$ cat config.mk
export PLATFORM = sky130hd
export DESIGN_NAME = id_ex_stage_reg_flat
export DESIGN_NICKNAME = d
export VERILOG_FILES = /design/src/rtl/id_ex_stage_reg_if.sv /design/src/rtl/id_ex_stage_reg.sv /design/src/flat_wrapper.sv
export SDC_FILE = /design/constraint.sdc
export NUM_CORES = 1
export LEC_CHECK = 0
export BUFFER_PORTS_ARGS = -buffer_cell sky130_fd_sc_hd__buf_2
export CAP_MARGIN = 25
export CORE_AREA = 2 2 229 231
export DETAILED_ROUTE_END_ITERATION = 16
export DIE_AREA = 0 0 231 233
export PLACE_DENSITY_LB_ADDON = 0.1
export SKIP_LAST_GASP = 1
export SLEW_MARGIN = 20
export SYNTH_ARGS = -nofsm -noshare
export SYNTH_HDL_FRONTEND = slang
export SYNTH_SLANG_ARGS = --single-unit
$ cat constraint.sdc
create_clock -name clk -period 1.92 [get_ports clk]
set_input_delay 0.096 -clock clk [delete_from_list [all_inputs] [get_ports clk]]
set_output_delay 0.096 -clock clk [all_outputs]
set_load 0.05 [all_outputs]
$ cat src/rtl/id_ex_stage_reg_if.sv
// id_ex_stage_reg_if: decode-to-execute bundle for the ID/EX pipeline register
// master: decode side, drives in_valid/hold/flush and the ID fields, reads EX fields and stall_o
// slave : the pipeline register, reads the ID fields, drives the EX fields, stall_o and bubble_count
interface id_ex_stage_reg_if #(
    parameter int XLEN    = 64,
    parameter int REG_AW  = 5,
    parameter int FUNCT_W = 4,
    parameter int WB_W    = 2,
    parameter int M_W     = 3,
    parameter int EX_W    = 3,
    parameter int CNT_W   = 16
);
    logic               in_valid, hold, flush;
    logic [XLEN-1:0]    inst_addr, read_data1, read_data2, imm;
    logic [REG_AW-1:0]  rs1, rs2, rd;
    logic [FUNCT_W-1:0] funct;
    logic [WB_W-1:0]    wb;
    logic [M_W-1:0]     m;
    logic [EX_W-1:0]    ex;
    logic [XLEN-1:0]    inst_addr_out, read_data1_out, read_data2_out, imm_out;
    logic [REG_AW-1:0]  rs1_out, rs2_out, rd_out;
    logic [FUNCT_W-1:0] funct_out;
    logic [WB_W-1:0]    wb_out;
    logic [M_W-1:0]     m_out;
    logic [1:0]         alu_op;
    logic               alu_src, valid_out, stall_o;
    logic [CNT_W-1:0]   bubble_count;

    modport master (
        output in_valid, hold, flush, inst_addr, read_data1, read_data2, imm, rs1, rs2, rd,
               funct, wb, m, ex,
        input  inst_addr_out, read_data1_out, read_data2_out, imm_out, rs1_out, rs2_out, rd_out,
               funct_out, wb_out, m_out, alu_op, alu_src, valid_out, stall_o, bubble_count
    );

    modport slave (
        input  in_valid, hold, flush, inst_addr, read_data1, read_data2, imm, rs1, rs2, rd,
               funct, wb, m, ex,
        output inst_addr_out, read_data1_out, read_data2_out, imm_out, rs1_out, rs2_out, rd_out,
               funct_out, wb_out, m_out, alu_op, alu_src, valid_out, stall_o, bubble_count
    );
endinterface

$ cat src/rtl/id_ex_stage_reg.sv
// id_ex_stage_reg: ID/EX pipeline register with valid bit, hold, flush, load-use bubble and bubble counter
// clk   : rising-edge clock
// rst_n : asynchronous active-low reset, clears every registered output
// bus   : id_ex_stage_reg_if slave; ID fields in, EX fields out, stall_o back to PC and IF/ID
module id_ex_stage_reg #(
    parameter int XLEN        = 64,
    parameter int REG_AW      = 5,
    parameter int FUNCT_W     = 4,
    parameter int WB_W        = 2,
    parameter int M_W         = 3,
    parameter int EX_W        = 3,
    parameter int MEMREAD_BIT = 1,
    parameter int CNT_W       = 16
) (
    input logic clk,
    input logic rst_n,
    id_ex_stage_reg_if.slave bus
);
    localparam logic [CNT_W-1:0] CNT_MAX = '1;

    logic [XLEN-1:0]    addr_q, rd1_q, rd2_q, imm_q;
    logic [REG_AW-1:0]  rs1_q, rs2_q, rd_q;
    logic [FUNCT_W-1:0] funct_q;
    logic [WB_W-1:0]    wb_q, wb_d;
    logic [M_W-1:0]     m_q, m_d;
    logic [1:0]         alu_op_q, alu_op_d;
    logic               alu_src_q, alu_src_d, valid_q, valid_d;
    logic [CNT_W-1:0]   cnt_q, cnt_d;
    logic               haz, bubble, ld_ctl;

    // A load in EX whose destination feeds the instruction in decode; x0 never counts.
    assign haz = valid_q & m_q[MEMREAD_BIT] & bus.in_valid & (rd_q != '0) &
                 ((rd_q == bus.rs1) | (rd_q == bus.rs2));

    always_comb begin
        bubble    = bus.flush | haz;
        ld_ctl    = bus.in_valid & ~bubble;
        valid_d   = ld_ctl;
        wb_d      = ld_ctl ? bus.wb : '0;
        m_d       = ld_ctl ? bus.m : '0;
        alu_op_d  = ld_ctl ? bus.ex[1:0] : 2'b00;
        alu_src_d = ld_ctl ? bus.ex[EX_W-1] : 1'b0;
        cnt_d     = (bubble && cnt_q != CNT_MAX) ? cnt_q + 1'b1 : cnt_q;
    end

    always_ff @(posedge clk or negedge rst_n) begin
        if (!rst_n) begin
            addr_q    <= '0;
            rd1_q     <= '0;
            rd2_q     <= '0;
            imm_q     <= '0;
            rs1_q     <= '0;
            rs2_q     <= '0;
            rd_q      <= '0;
            funct_q   <= '0;
            wb_q      <= '0;
            m_q       <= '0;
            alu_op_q  <= '0;
            alu_src_q <= 1'b0;
            valid_q   <= 1'b0;
            cnt_q     <= '0;
        end else if (!bus.hold) begin
            addr_q    <= bus.inst_addr;
            rd1_q     <= bus.read_data1;
            rd2_q     <= bus.read_data2;
            imm_q     <= bus.imm;
            rs1_q     <= bus.rs1;
            rs2_q     <= bus.rs2;
            rd_q      <= bus.rd;
            funct_q   <= bus.funct;
            wb_q      <= wb_d;
            m_q       <= m_d;
            alu_op_q  <= alu_op_d;
            alu_src_q <= alu_src_d;
            valid_q   <= valid_d;
            cnt_q     <= cnt_d;
        end
    end

    assign bus.inst_addr_out  = addr_q;
    assign bus.read_data1_out = rd1_q;
    assign bus.read_data2_out = rd2_q;
    assign bus.imm_out        = imm_q;
    assign bus.rs1_out        = rs1_q;
    assign bus.rs2_out        = rs2_q;
    assign bus.rd_out         = rd_q;
    assign bus.funct_out      = funct_q;
    assign bus.wb_out         = wb_q;
    assign bus.m_out          = m_q;
    assign bus.alu_op         = alu_op_q;
    assign bus.alu_src        = alu_src_q;
    assign bus.valid_out      = valid_q;
    assign bus.stall_o        = haz;
    assign bus.bubble_count   = cnt_q;
endmodule

$ cat src/flat_wrapper.sv
// flat-port wrapper written by rule: the top's interface ports become plain ports
module id_ex_stage_reg_flat 
#(
    parameter int XLEN        = 64,
    parameter int REG_AW      = 5,
    parameter int FUNCT_W     = 4,
    parameter int WB_W        = 2,
    parameter int M_W         = 3,
    parameter int EX_W        = 3,
    parameter int MEMREAD_BIT = 1,
    parameter int CNT_W       = 16
)
  (clk, rst_n, bus_in_valid, bus_hold, bus_flush, bus_inst_addr, bus_read_data1, bus_read_data2, bus_imm, bus_rs1, bus_rs2, bus_rd, bus_funct, bus_wb, bus_m, bus_ex, bus_inst_addr_out, bus_read_data1_out, bus_read_data2_out, bus_imm_out, bus_rs1_out, bus_rs2_out, bus_rd_out, bus_funct_out, bus_wb_out, bus_m_out, bus_alu_op, bus_alu_src, bus_valid_out, bus_stall_o, bus_bubble_count);
  id_ex_stage_reg_if #(.XLEN(XLEN), .REG_AW(REG_AW), .FUNCT_W(FUNCT_W), .WB_W(WB_W), .M_W(M_W), .EX_W(EX_W), .CNT_W(CNT_W)) bus_i ();
  input logic clk;
  input logic rst_n;
  input wire logic [$bits(bus_i.in_valid)-1:0] bus_in_valid;
  input wire logic [$bits(bus_i.hold)-1:0] bus_hold;
  input wire logic [$bits(bus_i.flush)-1:0] bus_flush;
  input wire logic [$bits(bus_i.inst_addr)-1:0] bus_inst_addr;
  input wire logic [$bits(bus_i.read_data1)-1:0] bus_read_data1;
  input wire logic [$bits(bus_i.read_data2)-1:0] bus_read_data2;
  input wire logic [$bits(bus_i.imm)-1:0] bus_imm;
  input wire logic [$bits(bus_i.rs1)-1:0] bus_rs1;
  input wire logic [$bits(bus_i.rs2)-1:0] bus_rs2;
  input wire logic [$bits(bus_i.rd)-1:0] bus_rd;
  input wire logic [$bits(bus_i.funct)-1:0] bus_funct;
  input wire logic [$bits(bus_i.wb)-1:0] bus_wb;
  input wire logic [$bits(bus_i.m)-1:0] bus_m;
  input wire logic [$bits(bus_i.ex)-1:0] bus_ex;
  output wire logic [$bits(bus_i.inst_addr_out)-1:0] bus_inst_addr_out;
  output wire logic [$bits(bus_i.read_data1_out)-1:0] bus_read_data1_out;
  output wire logic [$bits(bus_i.read_data2_out)-1:0] bus_read_data2_out;
  output wire logic [$bits(bus_i.imm_out)-1:0] bus_imm_out;
  output wire logic [$bits(bus_i.rs1_out)-1:0] bus_rs1_out;
  output wire logic [$bits(bus_i.rs2_out)-1:0] bus_rs2_out;
  output wire logic [$bits(bus_i.rd_out)-1:0] bus_rd_out;
  output wire logic [$bits(bus_i.funct_out)-1:0] bus_funct_out;
  output wire logic [$bits(bus_i.wb_out)-1:0] bus_wb_out;
  output wire logic [$bits(bus_i.m_out)-1:0] bus_m_out;
  output wire logic [$bits(bus_i.alu_op)-1:0] bus_alu_op;
  output wire logic [$bits(bus_i.alu_src)-1:0] bus_alu_src;
  output wire logic [$bits(bus_i.valid_out)-1:0] bus_valid_out;
  output wire logic [$bits(bus_i.stall_o)-1:0] bus_stall_o;
  output wire logic [$bits(bus_i.bubble_count)-1:0] bus_bubble_count;
  assign bus_i.in_valid = bus_in_valid;
  assign bus_i.hold = bus_hold;
  assign bus_i.flush = bus_flush;
  assign bus_i.inst_addr = bus_inst_addr;
  assign bus_i.read_data1 = bus_read_data1;
  assign bus_i.read_data2 = bus_read_data2;
  assign bus_i.imm = bus_imm;
  assign bus_i.rs1 = bus_rs1;
  assign bus_i.rs2 = bus_rs2;
  assign bus_i.rd = bus_rd;
  assign bus_i.funct = bus_funct;
  assign bus_i.wb = bus_wb;
  assign bus_i.m = bus_m;
  assign bus_i.ex = bus_ex;
  assign bus_inst_addr_out = bus_i.inst_addr_out;
  assign bus_read_data1_out = bus_i.read_data1_out;
  assign bus_read_data2_out = bus_i.read_data2_out;
  assign bus_imm_out = bus_i.imm_out;
  assign bus_rs1_out = bus_i.rs1_out;
  assign bus_rs2_out = bus_i.rs2_out;
  assign bus_rd_out = bus_i.rd_out;
  assign bus_funct_out = bus_i.funct_out;
  assign bus_wb_out = bus_i.wb_out;
  assign bus_m_out = bus_i.m_out;
  assign bus_alu_op = bus_i.alu_op;
  assign bus_alu_src = bus_i.alu_src;
  assign bus_valid_out = bus_i.valid_out;
  assign bus_stall_o = bus_i.stall_o;
  assign bus_bubble_count = bus_i.bubble_count;
  id_ex_stage_reg #(.XLEN(XLEN), .REG_AW(REG_AW), .FUNCT_W(FUNCT_W), .WB_W(WB_W), .M_W(M_W), .EX_W(EX_W), .MEMREAD_BIT(MEMREAD_BIT), .CNT_W(CNT_W)) u_core (.clk(clk), .rst_n(rst_n), .bus(bus_i));
endmodule
==> run_results.csv <==
group,metric,value,unit
grt,grt_pass1_wl,58.9,mm
clock_tree,root_buffer,"clkbuf_16",
synth,synth.net_count,992,
pwr,peakVddDrop,683,µV
synth,yosys_warnings,0,
place,portBuffers,588,
routing,first_pass_iters,4,
hold_path,hp-class,"input pin to async pin",
place,dp_hpwl,28.1,mm
critical_path,crit_fanout,2,
floorplan,ios,589,
clock_tree,clock_latency,0.53,ns
final_layout,layout_common_cells,"buf_2 (585), dlygate4sd3_1 (289), dfrtp_1 (289), mux2_2 (276), clkbuf_16 (37)",
final_layout,area_growth,72.8,%
final_layout,fillers,5120,
pwr,power.leakage,9.28,nW
routing,vias,9226,
final_layout,layout-drive-gt1-share,59.5,%
final_layout,layout.nets,1917,
critical_path,cp.required,1.82,ns
routing,antenna_left,0,
place,gp_congestion,0.773,
sta,period_share,110,%
sta,fin_crit,2.12,ns
synth,seq_area_frac_synth,65.9,%
synth,synth_top_area_share,65.9,%
synth,yosysTopAreaCell,"dfrtp_1",
critical_path,worstPathArrival,2.02,ns
final_layout,final_common_cell,"buf_2",
clock_tree,cts_buffers,37,
sta,setup_viol,16,
status,outcome,"finished, violations left",
synth,avgSynthCellArea,16.2,µm²
floorplan,core_area,0.0511,mm²
synth,netlist_area,0.0114,mm²
floorplan,row_count,83,
routing,routed_wl,38.7,mm
clock_tree,tritoncts,"done",
clock_tree,cts_buffer_depth,3,
grt,gr-total-overflow,0,
sta,finalHoldViolCount,0,
grt,track_usage,14.1,%
floorplan,die_h,233,µm
routing,drc,0,
routing,routedWlPerCell,16.6,µm
run,max-cap-violations,0,
sta,worst_slew_pin_slew,0.577,ns
grt,antenna_found_initial,1,
synth,synth_cells,703,
place,dp_slack,-0.149,ns
sta,slew_violations,0,
synth,synth_area_leaders,"dfrtp_1 (66%), mux2_2 (27%), xor2_1 (1.5%), clkbuf_1 (0.76%), nand2_1 (0.43%)",
synth,synth_seq_cells,300,
critical_path,crit_path_start_kind,"register",
sta,worst_slack,-0.196,ns
synth,synth-edff-count,0,
sta,fin_skew,0.0195,ns
clock_tree,htreeDepth,2,
pwr,total_power,19.4,mW
routing,drt_iter0_markers,231,
routing,viasPerCell,3.95,
clock_tree,cts_sinks,300,
pwr,power_density,985,mW/mm²
floorplan,dieArea,0.0538,mm²
grt,grt_max_degree,91,
floorplan,dieWidth,231,µm
floorplan,start_util,22.3,%
sta,fmax,473,MHz
synth,async_flop_share,100,%
sta,rsz0062_at_grt,"yes",
synth,synth_cell_type_count,37,
clock_tree,clk_pin_slew,0.06,ns
sta,slew_headroom,61.5,%
status,violations,"setup timing",
critical_path,cp-end-kind,"output pin",
synth,synth_ff_type,"dfrtp_1",
grt,grt_pass1_vias,10247,
critical_path,crit_type,"register to output pin",
## sequential cells by signal, indices dropped and copies added (netlist names)
name and cells:
u_core.bus.bubble_count 16, u_core.bus.inst_addr_out 64, u_core.bus.wb_out 2, u_core.bus.rd_out 5
u_core.bus.alu_src 1, u_core.bus.imm_out 64, u_core.bus.rs2_out 5, u_core.bus.read_data2_out 64
u_core.bus.m_out 3, u_core.bus.read_data1_out 64, u_core.bus.rs1_out 5, u_core.bus.valid_out 1
u_core.bus.alu_op 2, u_core.bus.funct_out 4
## cells in the mapped netlist (4+ instances only)
| library cell | count |
|---|---|
| dfrtp_1 | 300 |
| mux2_2 | 276 |
| clkbuf_1 | 23 |
| xor2_1 | 19 |
| nand2_1 | 13 |
| buf_1 | 8 |
| nor3_1 | 7 |
| nand3_1 | 5 |
| nor2_1 | 5 |
| o31ai_1 | 5 |
| a32o_1 | 4 |
## critical path: stages (launching register included)
cell       delay [ns]
dfrtp_2          0.41
or4_4            0.55
o2111ai_4        0.22
buf_6            0.13
nor2_4           0.03
buf_8            0.16
## cell families (layout without fill, tap and decap cells)
| group | count (synthesis) | count (layout) | share of synthesized area [%] |
|---|---|---|---|
| flops | 300 | 300 | 65.9 |
| mux | 276 | 276 | 27.3 |
| simple gates | 47 | 47 | 2.22 |
| buf+inv | 36 | 986 | 1.32 |
| xor+xnor | 22 | 22 | 1.69 |
| compound gates | 21 | 21 | 1.50 |
| fa+ha+maj | 1 | 1 | 0.110 |
| other cells | 0 | 1 | 0 |
## report_power, final
part	internal [mW]	total, mW	switching [mW]
Clock	4.16	6.81	2.66
Sequential	6.99	7.34	0.350
Combinational	1.74	5.25	3.51
## routing by layer
| layer | track usage, % | vias up | wire length [µm] |
|---|---|---|---|
| li1 | - | 4341 | - |
| met1 | 15.9 | 4520 | 14900 |
| met2 | 25.5 | 309 | 20300 |
| met3 | 3.33 | 56 | 2330 |
| met4 | 5.30 | 0 | 1070 |
| met5 | 0 | - | 0 |
## cell type report
type | instances | area [µm²] | share of cell area [%]
diodes | 1 | 2.50 | 0.0127
clock buffers | 57 | 1090 | 5.54
clock inverters | 7 | 85.1 | 0.432
inverters | 2 | 7.51 | 0.0381
multi-input cells | 367 | 3820 | 19.4
flip-flops and latches | 300 | 7520 | 38.2
well taps | 680 | 851 | 4.32
repair buffers | 920 | 6320 | 32.1
## repair_timing
item	in CTS	in global routing
hold buffers	289	0
pin swaps	4	4
endpoints found under the setup margin	25	26
setup buffers	8	2
hold endpoints to repair	526	0
resized for setup	12	6
## path summary, 6_finish.rpt
check	from	endpoint	slack, ns	cells after the start
max	u_core.bus.rd_out[3]	bus_stall_o	-0.20	5
min	rst_n	u_core.bus.read_data2_out[58]	0.03	2
max reg2reg	u_core.bus.rd_out[3]	u_core.bus.alu_src	-0.12	7
min reg2reg	u_core.bus.alu_op[0]	u_core.bus.alu_op[0]	0.48	2
max in group asynchronous	rst_n	u_core.bus.inst_addr_out[30]	1.09	4
min in group clk	bus_flush	u_core.bus.bubble_count[5]	0.07	5
## through the flow
step,instances,hold WS (ns),setup TNS (ns),area (µm²),utilization [%]
after floorplan,703,-0.200,-0.446,11400,-
after global placement,1970,0.0109,-0.761,15400,30.2
final,2334,0.0342,-1.55,19700,38.5
after global routing,2334,0.0495,-3.38,19700,38.5
after CTS,2331,0.0237,-2.48,19600,38.5
after detailed placement,1970,0.0192,-1.46,15400,30.2
(Power assumes the default switching activity.)
